$ cat config.mk
export PLATFORM = sky130hd
export DESIGN_NAME = bcd_stopwatch_mux
export DESIGN_NICKNAME = d
export VERILOG_FILES = /design/src/rtl/bcd_stopwatch_mux.sv
export SDC_FILE = /design/constraint.sdc
export NUM_CORES = 1
export LEC_CHECK = 0
export CAP_MARGIN = 20
export CORE_AREA = 5 5 125 127
export CTS_CLUSTER_DIAMETER = 120
export DETAILED_ROUTE_END_ITERATION = 12
export DIE_AREA = 0 0 130 132
export SLEW_MARGIN = 15
export SYNTH_ARGS = -nofsm -noshare
export SYNTH_HDL_FRONTEND = slang
export SYNTH_HIERARCHICAL = 1
export SYNTH_SLANG_ARGS = --single-unit
$ cat constraint.sdc
create_clock -name clk -period 3.27 [get_ports clk]
set_input_delay 0.8175 -clock clk [delete_from_list [all_inputs] [get_ports clk]]
set_output_delay 0.8175 -clock clk [all_outputs]
set_load 0.01 [all_outputs]
$ cat src/rtl/bcd_stopwatch_mux.sv
// N-digit BCD stopwatch with debounced run/clear buttons and a multiplexed,
// registered 7-segment driver (active-low anodes and cathodes).

module bcd_stopwatch_debounce #(
  parameter int DB_CYCLES = 1000000
) (
  input  logic clk,
  input  logic reset,
  input  logic btn,
  output logic press_p
);
  localparam int CNT_W = (DB_CYCLES > 1) ? $clog2(DB_CYCLES) : 1;
  localparam logic [CNT_W-1:0] CNT_MAX = CNT_W'(DB_CYCLES - 1);

  logic             sync1_q, sync2_q;
  logic             level_q, level_d;
  logic             press_q, press_d;
  logic [CNT_W-1:0] cnt_q, cnt_d;

  always_comb begin
    level_d = level_q;
    cnt_d   = '0;
    if (sync2_q != level_q) begin
      if (cnt_q == CNT_MAX) level_d = sync2_q;
      else                  cnt_d   = cnt_q + 1'b1;
    end
    press_d = level_d & ~level_q;
  end

  // Synchroniser and level reset high so a button held through reset release
  // cannot produce a press until it has been released and pressed again.
  always_ff @(posedge clk or negedge reset) begin
    if (!reset) begin
      sync1_q <= 1'b1;
      sync2_q <= 1'b1;
      level_q <= 1'b1;
      cnt_q   <= '0;
      press_q <= 1'b0;
    end else begin
      sync1_q <= btn;
      sync2_q <= sync1_q;
      level_q <= level_d;
      cnt_q   <= cnt_d;
      press_q <= press_d;
    end
  end

  assign press_p = press_q;
endmodule

module bcd_stopwatch_mux #(
  parameter int NUM_DIGITS   = 4,
  parameter int TICK_DIV     = 100000,
  parameter int REFRESH_BITS = 18,
  parameter int DB_CYCLES    = 1000000,
  parameter bit WRAP         = 1'b0,
  parameter bit BLANK_LZ     = 1'b0
) (
  input  logic                  clk,
  input  logic                  reset,
  input  logic                  btn_run,
  input  logic                  btn_clear,
  input  logic                  dir,
  output logic [NUM_DIGITS-1:0] an,
  output logic [6:0]            sseg,
  output logic                  running,
  output logic                  at_limit
);
  localparam int PRE_W  = (TICK_DIV > 1) ? $clog2(TICK_DIV) : 1;
  localparam int SLOT_W = (NUM_DIGITS > 1) ? $clog2(NUM_DIGITS) : 1;
  localparam int RF_W   = REFRESH_BITS + SLOT_W;
  localparam logic [PRE_W-1:0] PRE_MAX   = PRE_W'(TICK_DIV - 1);
  localparam logic [SLOT_W:0]  NUM_DIG_L = (SLOT_W + 1)'(NUM_DIGITS);

  typedef enum logic [1:0] {IDLE, RUN, PAUSE, DONE} state_t;

  state_t                      state_q, state_d;
  logic [NUM_DIGITS-1:0][3:0]  digits_q, digits_d;
  logic [NUM_DIGITS-1:0][3:0]  up_val, dn_val;
  logic [PRE_W-1:0]            pre_q, pre_d;
  logic [RF_W-1:0]             refresh_q, refresh_d, refresh_inc;
  logic [SLOT_W-1:0]           slot;
  logic [NUM_DIGITS-1:0]       upper_zero;
  logic [NUM_DIGITS-1:0]       an_q, an_d;
  logic [6:0]                  sseg_q, sseg_d;
  logic                        running_q, running_d;
  logic                        at_limit_q, at_limit_d;
  logic                        run_p, clear_p, tick;
  logic                        carry, borrow, all_nine, all_zero, zero_above;

  bcd_stopwatch_debounce #(.DB_CYCLES(DB_CYCLES)) u_run_db (
    .clk(clk), .reset(reset), .btn(btn_run), .press_p(run_p)
  );

  bcd_stopwatch_debounce #(.DB_CYCLES(DB_CYCLES)) u_clear_db (
    .clk(clk), .reset(reset), .btn(btn_clear), .press_p(clear_p)
  );

  function automatic logic [6:0] seg_pattern(input logic [3:0] d);
    case (d)
      4'd0:    seg_pattern = 7'b1000000;
      4'd1:    seg_pattern = 7'b1111001;
      4'd2:    seg_pattern = 7'b0100100;
      4'd3:    seg_pattern = 7'b0110000;
      4'd4:    seg_pattern = 7'b0011001;
      4'd5:    seg_pattern = 7'b0010010;
      4'd6:    seg_pattern = 7'b0000010;
      4'd7:    seg_pattern = 7'b1111000;
      4'd8:    seg_pattern = 7'b0000000;
      4'd9:    seg_pattern = 7'b0010000;
      default: seg_pattern = 7'b1111111;
    endcase
  endfunction

  // Both neighbour values in one cycle; a rolled-over value is the wrap target.
  always_comb begin
    carry  = 1'b1;
    borrow = 1'b1;
    for (int i = 0; i < NUM_DIGITS; i++) begin
      up_val[i] = digits_q[i];
      dn_val[i] = digits_q[i];
      if (carry) begin
        if (digits_q[i] == 4'd9) up_val[i] = 4'd0;
        else begin
          up_val[i] = digits_q[i] + 4'd1;
          carry     = 1'b0;
        end
      end
      if (borrow) begin
        if (digits_q[i] == 4'd0) dn_val[i] = 4'd9;
        else begin
          dn_val[i] = digits_q[i] - 4'd1;
          borrow    = 1'b0;
        end
      end
    end
    all_nine = carry;
    all_zero = borrow;
  end

  always_comb begin
    state_d  = state_q;
    digits_d = digits_q;
    pre_d    = pre_q;
    tick     = (state_q == RUN) && (pre_q == PRE_MAX);
    if (clear_p) begin
      state_d  = IDLE;
      digits_d = '0;
      pre_d    = '0;
    end else begin
      unique case (state_q)
        IDLE:  if (run_p) state_d = RUN;
        RUN: begin
          pre_d = tick ? '0 : pre_q + 1'b1;
          if (tick) begin
            if (!dir) begin
              if (all_nine && !WRAP) state_d  = DONE;
              else                   digits_d = up_val;
            end else begin
              if (all_zero && !WRAP) state_d  = DONE;
              else                   digits_d = dn_val;
            end
          end
          if (run_p && (state_d == RUN)) state_d = PAUSE;
        end
        PAUSE: if (run_p) state_d = RUN;
        DONE:  state_d = DONE;
        default: state_d = IDLE;
      endcase
    end
    running_d  = (state_d == RUN);
    at_limit_d = (state_d == DONE);
  end

  always_comb begin
    zero_above = 1'b1;
    for (int i = NUM_DIGITS - 1; i >= 0; i--) begin
      zero_above    = zero_above & (digits_q[i] == 4'd0);
      upper_zero[i] = zero_above;
    end
  end

  assign slot = refresh_q[REFRESH_BITS +: SLOT_W];

  // Slot field past the last digit restarts the scan for non power-of-two counts.
  always_comb begin
    refresh_inc = refresh_q + 1'b1;
    refresh_d   = refresh_inc;
    if ({1'b0, refresh_inc[REFRESH_BITS +: SLOT_W]} >= NUM_DIG_L) refresh_d = '0;
    an_d        = '1;
    an_d[slot]  = 1'b0;
    sseg_d      = seg_pattern(digits_q[slot]);
    if (BLANK_LZ && (slot != '0) && upper_zero[slot]) sseg_d = 7'b1111111;
  end

  always_ff @(posedge clk or negedge reset) begin
    if (!reset) begin
      state_q    <= IDLE;
      digits_q   <= '0;
      pre_q      <= '0;
      refresh_q  <= '0;
      an_q       <= '1;
      sseg_q     <= 7'b1111111;
      running_q  <= 1'b0;
      at_limit_q <= 1'b0;
    end else begin
      state_q    <= state_d;
      digits_q   <= digits_d;
      pre_q      <= pre_d;
      refresh_q  <= refresh_d;
      an_q       <= an_d;
      sseg_q     <= sseg_d;
      running_q  <= running_d;
      at_limit_q <= at_limit_d;
    end
  end

  assign an       = an_q;
  assign sseg     = sseg_q;
  assign running  = running_q;
  assign at_limit = at_limit_q;
endmodule

==> summary.txt, run 1 <==
Status: finished, final reports clean
Least-Margin Pin Slew: 0.645 ns
Worst r2r src: digits_q[6]$_DFFE_PN0P_
Dpl cell area: 0.00670 mm2
Routed WL per cell: 14.5 um
Post-Synth XOR/XNOR Area: 7.57%
P&R area growth vs syn: 16.2%
Max Cap Viol: 0
Post-CTS Setup Repair Bufs: 0
Clock Latency Late Sink: 0.41 ns
Global-route wire length before repair: 22.6 mm
Largest net degree at the start of global routing: 52
Max rail drop VDD: 0.000345 V
Worst reg-to-reg path cell count: 5
Antenna cells: 0
Total negative slack: 0 ns
Share of layout cells above drive strength 1: 13.1%
Congestion Overflow GR: 0
Synth Area in Adders: 1.77%
Clk slew on worst S/H paths: 0.05 ns
Clock share of power: 58.4%
Finish-stage setup viols: 0
Crit. End Element: flop
DRC viols: 0
Max clock buf depth: 2
Initial DRC count: 311
Cell variety after synth: 66
Root buffer selected by CTS: clkbuf_16
Tcrit/Tclk final: 83.3%
Die extent in x: 130 um
CP Launch Point: digits_q[6]$_DFFE_PN0P_
Placement Rows: 44
Die Y: 132 um
Sw Ratio: 18.6%
CP endpoint: digits_q[10]$_DFFE_PN0P_
Min Tclk post-route: 2.72 ns
Simple-Gate Fraction of Synth Area: 24.3%
CTS H-tree lvls: 4
Part of the power in registers: 39.5%
Hold-fix buffers, CTS: 0
R2r endpoint: digits_q[10]$_DFFE_PN0P_
CP Launch Type: flop
Layout Skew: 0.00860 ns
Fillers: 1309
Core area: 0.0143 mm2
Synth Area in Compound Gates: 12.6%
Mapped Nets: 688
Starting Density: 44.4%
Post-route antenna net violation count: 0
Worst hold stages: 0
Die ar.: 0.0172 mm2
Via density: 5.65
Worst setup path category: reg2reg
Maximum clock frequency: 0.367 GHz
WHS: 0.357 ns
Post-synth EDFFs: 0
Seq/Total Area, Yosys: 46.0%
First-pass DRT Iterations: 5
Setup WS post-layout: 0.547 ns
Most common flop cell mapped by yosys: dfrtp_1
CP max stage delay: 0.61 ns
Syn_area_per_cell: 9.44 um2
DR vias: 4969
Fin nets: 696
Port Buf Inserts: 17
Total Routing Usage GR: 16.1%
Yosys warns: 6
Final std cell area, no fill: 0.00739 mm2
Detailed Route WL: 12.8 mm
Placer Congestion: 0.790
RSZ-0062 raised after global routing: no
CTS tree: done
Slowest cell on crit path: or4_4
Final-report max-slew violation count: 0
Vias in the first global route: 4895
Cell-internal power: 0.00300 W
Mapped Area: 0.00636 mm2
CTS Buf Count: 17
Ys async rst share: 100%
Clock Sinks: 116
Mux contribution to synthesized area: 3.76%
Slew Limit Headroom: 57.0%
Cell Pwr Density: 499 mW/mm2
Antenna violations before repair: 0
Crit path DAT: 3.02 ns
Post-cts resize count: 0
Worst Path Max Fanout: 12
Critical Path RT: 3.57 ns
Leakage: 3.02 nW
Worst R2R Setup Slack: 0.55 ns
DP Wirelength: 8.58 mm
Largest family of logic cells by synthesized area: simple AND/OR/NAND/NOR gates
Final Hold Fails: 0
FF+latch count, synth: 116
P_sw: 0.000688 W
# IOs: 18
Post-layout util: 51.7%
Place WS: 0.223 ns
Post-Syn Instances: 674
CP cell instances: or4_1 -> or4_4 -> o22a_1 -> nand3_1 -> mux2_2
Combinational share of power: 2.1%
Hold Path Class: reg2reg
[flip-flops by register name (all words and copies together), names as in the netlist, 2 cells and up]
name              count
refresh_q            20
u_clear_db/cnt_q     20
u_run_db/cnt_q       20
pre_q                17
digits_q             16
sseg                  7
an                    4
state_q               2
[synthesized netlist by cell type (all sizes together) (12+ instances only)]
| cell type | instances | area (um2) |
|---|---|---|
| nor3 | 17 | 85.1 |
| clkbuf | 34 | 128 |
| and3 | 12 | 77.6 |
| nor2 | 64 | 240 |
| o21ai | 35 | 175 |
| a21oi | 45 | 225 |
| nand2b | 17 | 106 |
| or3 | 13 | 88.8 |
| nand3 | 40 | 215 |
| xor2 | 22 | 193 |
| nand4 | 18 | 113 |
| xnor2 | 33 | 289 |
| inv | 26 | 97.6 |
| or4 | 15 | 116 |
| nand2 | 35 | 131 |
| dfrtp | 99 | 2480 |
| dfstp | 17 | 447 |
[layout make-up]
class | instances | area (um2) | share of cell area, %
Clock inverter | 8 | 194 | 2.62
Tap cell | 184 | 230 | 3.11
Sequential cell | 116 | 2920 | 39.5
Timing Repair Buffer | 29 | 270 | 3.65
Multi-Input combinational cell | 492 | 3180 | 43.0
Inverter | 26 | 97.6 | 1.32
Clock buffer | 24 | 502 | 6.79
[cell usage in the layout, fill, tap and decap left out, types with 4 or more instances in the layout]
master           netlist  routed
nand4_1               18      18
nor3_1                17      17
nor2b_1                9       9
inv_1                 26      26
o31ai_1                9       9
nor4b_1                4       4
and3_1                10      10
xor2_1                22      22
clkbuf_8               0       5
dfstp_2               17      17
clkdlybuf4s50_1        0      16
mux2i_1                7       7
nor3b_1                4       4
xnor2_1               33      33
bufinv_16              0       6
nand2_1               35      35
o22ai_1                4       4
ha_1                   9       9
mux2_2                 6       6
nand2b_1              17      17
buf_4                  0      12
nand3_1               37      37
or4_1                 14      14
clkbuf_16              0      17
and2_1                 6       6
or3_2                  6       6
mux4_2                 4       4
or3_1                  7       7
a21oi_1               45      45
nor4_1                 9       9
dfrtp_1               99      99
o21ai_0               34      32
nor4bb_1               4       4
nor2_1                64      64
[power by group through the flow]
stage                     Sequential, W  Clock [W]  Combinational, W
after floorplan                 0.00148          0         0.0000353
after CTS                       0.00146    0.00221         0.0000823
after global placement          0.00148          0         0.0000797
after global routing            0.00146    0.00228         0.0000931
after detailed placement        0.00148          0         0.0000820
final                           0.00146    0.00216         0.0000786
[worst max-delay path: cells and delay by family, from the launching register on]
family          cells  cell delay (ns)
compound gates      1             0.34
flops               1             0.50
mux                 1             0.36
simple gates        3             1.42
[layer usage]
| layer | up-vias | wire, um | track usage (%) |
|---|---|---|---|
| li1 | 2435 | - | - |
| met4 | 0 | 312 | 7.51 |
| met3 | 25 | 424 | 4.42 |
| met2 | 77 | 5960 | 24.3 |
| met5 | - | 0 | 0 |
| met1 | 2432 | 6060 | 21.4 |
[worst min path at each step]
stage	to	slack, ns	startpoint
floorplan	u_clear_db/sync2_q$_DFF_PN1_	0.35	u_clear_db/sync1_q$_DFF_PN1_
global placement	u_clear_db/sync2_q$_DFF_PN1_	0.35	u_clear_db/sync1_q$_DFF_PN1_
detailed placement	u_clear_db/sync2_q$_DFF_PN1_	0.35	u_clear_db/sync1_q$_DFF_PN1_
CTS	u_clear_db/sync2_q$_DFF_PN1_	0.36	u_clear_db/sync1_q$_DFF_PN1_
global route	u_clear_db/sync2_q$_DFF_PN1_	0.36	u_clear_db/sync1_q$_DFF_PN1_
finish	u_clear_db/sync2_q$_DFF_PN1_	0.36	u_clear_db/sync1_q$_DFF_PN1_
[through the flow]
stage	power (W)	instances
6_report	0.00369	879
5_1_grt	0.00383	879
4_1_cts	0.00375	879
3_5_place_dp	0.00156	847
3_3_place_gp	0.00156	847
2_1_floorplan	0.00151	674
[logic make-up after synthesis]
| kind of cell | Yosys count |
|---|---|
| simple gates | 281 |
| compound gates | 129 |
| flops | 116 |
| buf+inv | 66 |
| xor+xnor | 55 |
| mux | 18 |
| fa+ha+maj | 9 |
Note: power is estimated with default switching activity, not from simulation.
==> run 2: changes to the inputs <==
clock period = 2.6 ns   (was 3.27 ns; I/O delays follow)
==> summary.txt, run 2 (synthesis gave the netlist of run 1 again) <==
Status: finished, final reports clean
P&R area growth vs syn: 17.1%
Sequential cell area: 0.00292 mm2 (unchanged)
Die Y: 132 um (unchanged)
Fillers: 1296 (-0.99%)
Final std cell area, no fill: 0.00745 mm2 (+0.74%)
Clock Latency Late Sink: 0.41 ns (about the same)
Worst Path Max Fanout: 5 (-7)
DR vias: 4989 (+0.40%)
P_sw: 0.000946 W (+37%)
Hold Path Class: in2async
Starting Density: 44.4% (unchanged)
Die extent in x: 130 um (unchanged)
Crit. End Element: flop
Slew Limit Headroom: 57.0% (about the same)
Largest net degree at the start of global routing: 49 (-5.8%)
Top flop regs: refresh_q x20, u_clear_db/cnt_q x20, u_run_db/cnt_q x20
Die ar.: 0.0172 mm2 (unchanged)
Clk slew on worst S/H paths: 0.05 ns (about the same)
Placement Rows: 44 (unchanged)
Post-route antenna net violation count: 0 (unchanged)
DP Wirelength: 9.19 mm (+7.1%)
Layout Skew: 0.00802 ns (-0.000588 ns)
Dpl cell area: 0.00684 mm2 (+2.1%)
Combinational share of power: 2.5% (+0.4 points)
Congestion Overflow GR: 0 (unchanged)
Antenna cells: 0 (unchanged)
Part of the power in registers: 42.5% (+3.0 points)
Routed WL per cell: 14.8 um (+2.2%)
Post-CTS Setup Repair Bufs: 0 (unchanged)
R2r endpoint: digits_q[10]$_DFFE_PN0P_
Total Routing Usage GR: 16.6% (+0.49 points)
Global-route wire length before repair: 23.4 mm (+3.6%)
Max rail drop VDD: 0.000417 V (+21%)
Maximum clock frequency: 0.409 GHz (+11%)
Initial DRC count: 252 (-19%)
Multi-input gate area: 0.00318 mm2 (unchanged)
Commonest cells after routing, fill and taps aside: 99 x dfrtp_1, 64 x nor2_1, 45 x a21oi_1
Tcrit/Tclk final: 94.0% (+11 points)
Finish-stage setup viols: 0 (unchanged)
Critical Path RT: 2.89 ns (-0.68 ns)
Share of layout cells above drive strength 1: 15.7% (+2.6 points)
CTS H-tree lvls: 4 (unchanged)
Worst R2R Setup Slack: 0.16 ns (-0.39 ns)
Vias in the first global route: 4968 (+1.5%)
DRC viols: 0 (unchanged)
CTS tree: done
Final Hold Fails: 0 (unchanged)
First-pass DRT Iterations: 4 (-1)
Final-report max-slew violation count: 0 (unchanged)
CP Launch Type: flop
Detailed Route WL: 13.3 mm (+4.4%)
Worst setup path category: reg2reg
Port Buf Inserts: 17 (unchanged)
Antenna violations before repair: 0 (unchanged)
# IOs: 18 (unchanged)
Core area: 0.0143 mm2 (unchanged)
Fin nets: 715 (+2.7%)
Max Cap Viol: 0 (unchanged)
RSZ-0062 raised after global routing: no
CTS Buf Count: 17 (unchanged)
Max clock buf depth: 2 (unchanged)
Commonest non-fill, non-tap cell in the layout: dfrtp_1
WHS: 0.260 ns (-0.0965 ns)
Clock share of power: 55.1% (-3.3 points)
Via density: 5.56 (-1.7%)
Worst reg-to-reg path cell count: 5 (unchanged)
Sw Ratio: 21.9% (+3.3 points)
Clock Sinks: 116 (unchanged)
Hold-fix buffers, CTS: 0 (unchanged)
Worst r2r src: digits_q[1]$_DFFE_PN0P_
Root buffer selected by CTS: clkbuf_16
Post-cts resize count: 0 (unchanged)
Min Tclk post-route: 2.44 ns (-0.280 ns)
Cell-internal power: 0.00337 W (+12%)
Cell Pwr Density: 579 mW/mm2 (+16%)
Leakage: 3.06 nW (+1.4%)
Placer Congestion: 0.822 (+4.1%)
Least-Margin Pin Slew: 0.645 ns (+0.000747 ns)
Crit path DAT: 2.74 ns (-0.28 ns)
-- run 2: worst max-delay path by stage --
stage                            startpoint                  endpoint  cells past startpoint
floorplan           digits_q[1]$_DFFE_PN0P_   digits_q[6]$_DFFE_PN0P_                      6
global placement                        dir  digits_q[10]$_DFFE_PN0P_                      6
detailed placement                      dir  digits_q[10]$_DFFE_PN0P_                      6
CTS                 digits_q[1]$_DFFE_PN0P_  digits_q[10]$_DFFE_PN0P_                      5
global route        digits_q[1]$_DFFE_PN0P_  digits_q[10]$_DFFE_PN0P_                      5
finish              digits_q[1]$_DFFE_PN0P_  digits_q[10]$_DFFE_PN0P_                      5
-- run 2: power groups by stage --
stage	logic [W]	clock network [W]	registers [W]
after floorplan	0.0000444	0	0.00186
after global placement	0.000105	0	0.00186
after detailed placement	0.000109	0	0.00186
after CTS	0.000110	0.00243	0.00183
after global routing	0.000122	0.00253	0.00183
final	0.000106	0.00238	0.00183
-- run 2: per-layer routing --
metal	vias to the layer above	track usage, %	part of all wire [%]
met5	-	0	0
met4	0	4.85	0.81
met3	9	4.34	2.8
met2	49	26.4	49
met1	2452	22.3	48
li1	2479	-	-
-- run 2: metrics by stage --
step / std cells / total power (W) / utilization, % / setup TNS, ns / setup slack (ns)
after detailed placement: 866 / 0.00197 / 47.8 / -0.551 / -0.0954
after global placement: 866 / 0.00197 / 47.8 / -0.194 / -0.0741
final: 898 / 0.00431 / 52.0 / 0 / 0.157
after global routing: 898 / 0.00449 / 52.0 / 0 / 0.0764
after floorplan: 674 / 0.00191 / - / 0 / 0.195
after CTS: 898 / 0.00437 / 52.0 / 0 / 0.151
-- run 2: critical path: stages (launching register included) --
cell	delay, ns
dfrtp_1	0.38
or4_1	0.58
or4_4	0.59
o22a_1	0.30
nand3_1	0.14
mux2_2	0.34
-- run 2: cell type report --
| class | count | share of cell area [%] |
|---|---|---|
| clock buffer | 17 | 5.71 |
| clock inverter | 15 | 2.45 |
| inverter | 26 | 1.31 |
| multi-input combinational | 492 | 42.6 |
| sequential | 116 | 39.3 |
| tap | 184 | 3.09 |
| timing repair buffer | 48 | 5.54 |
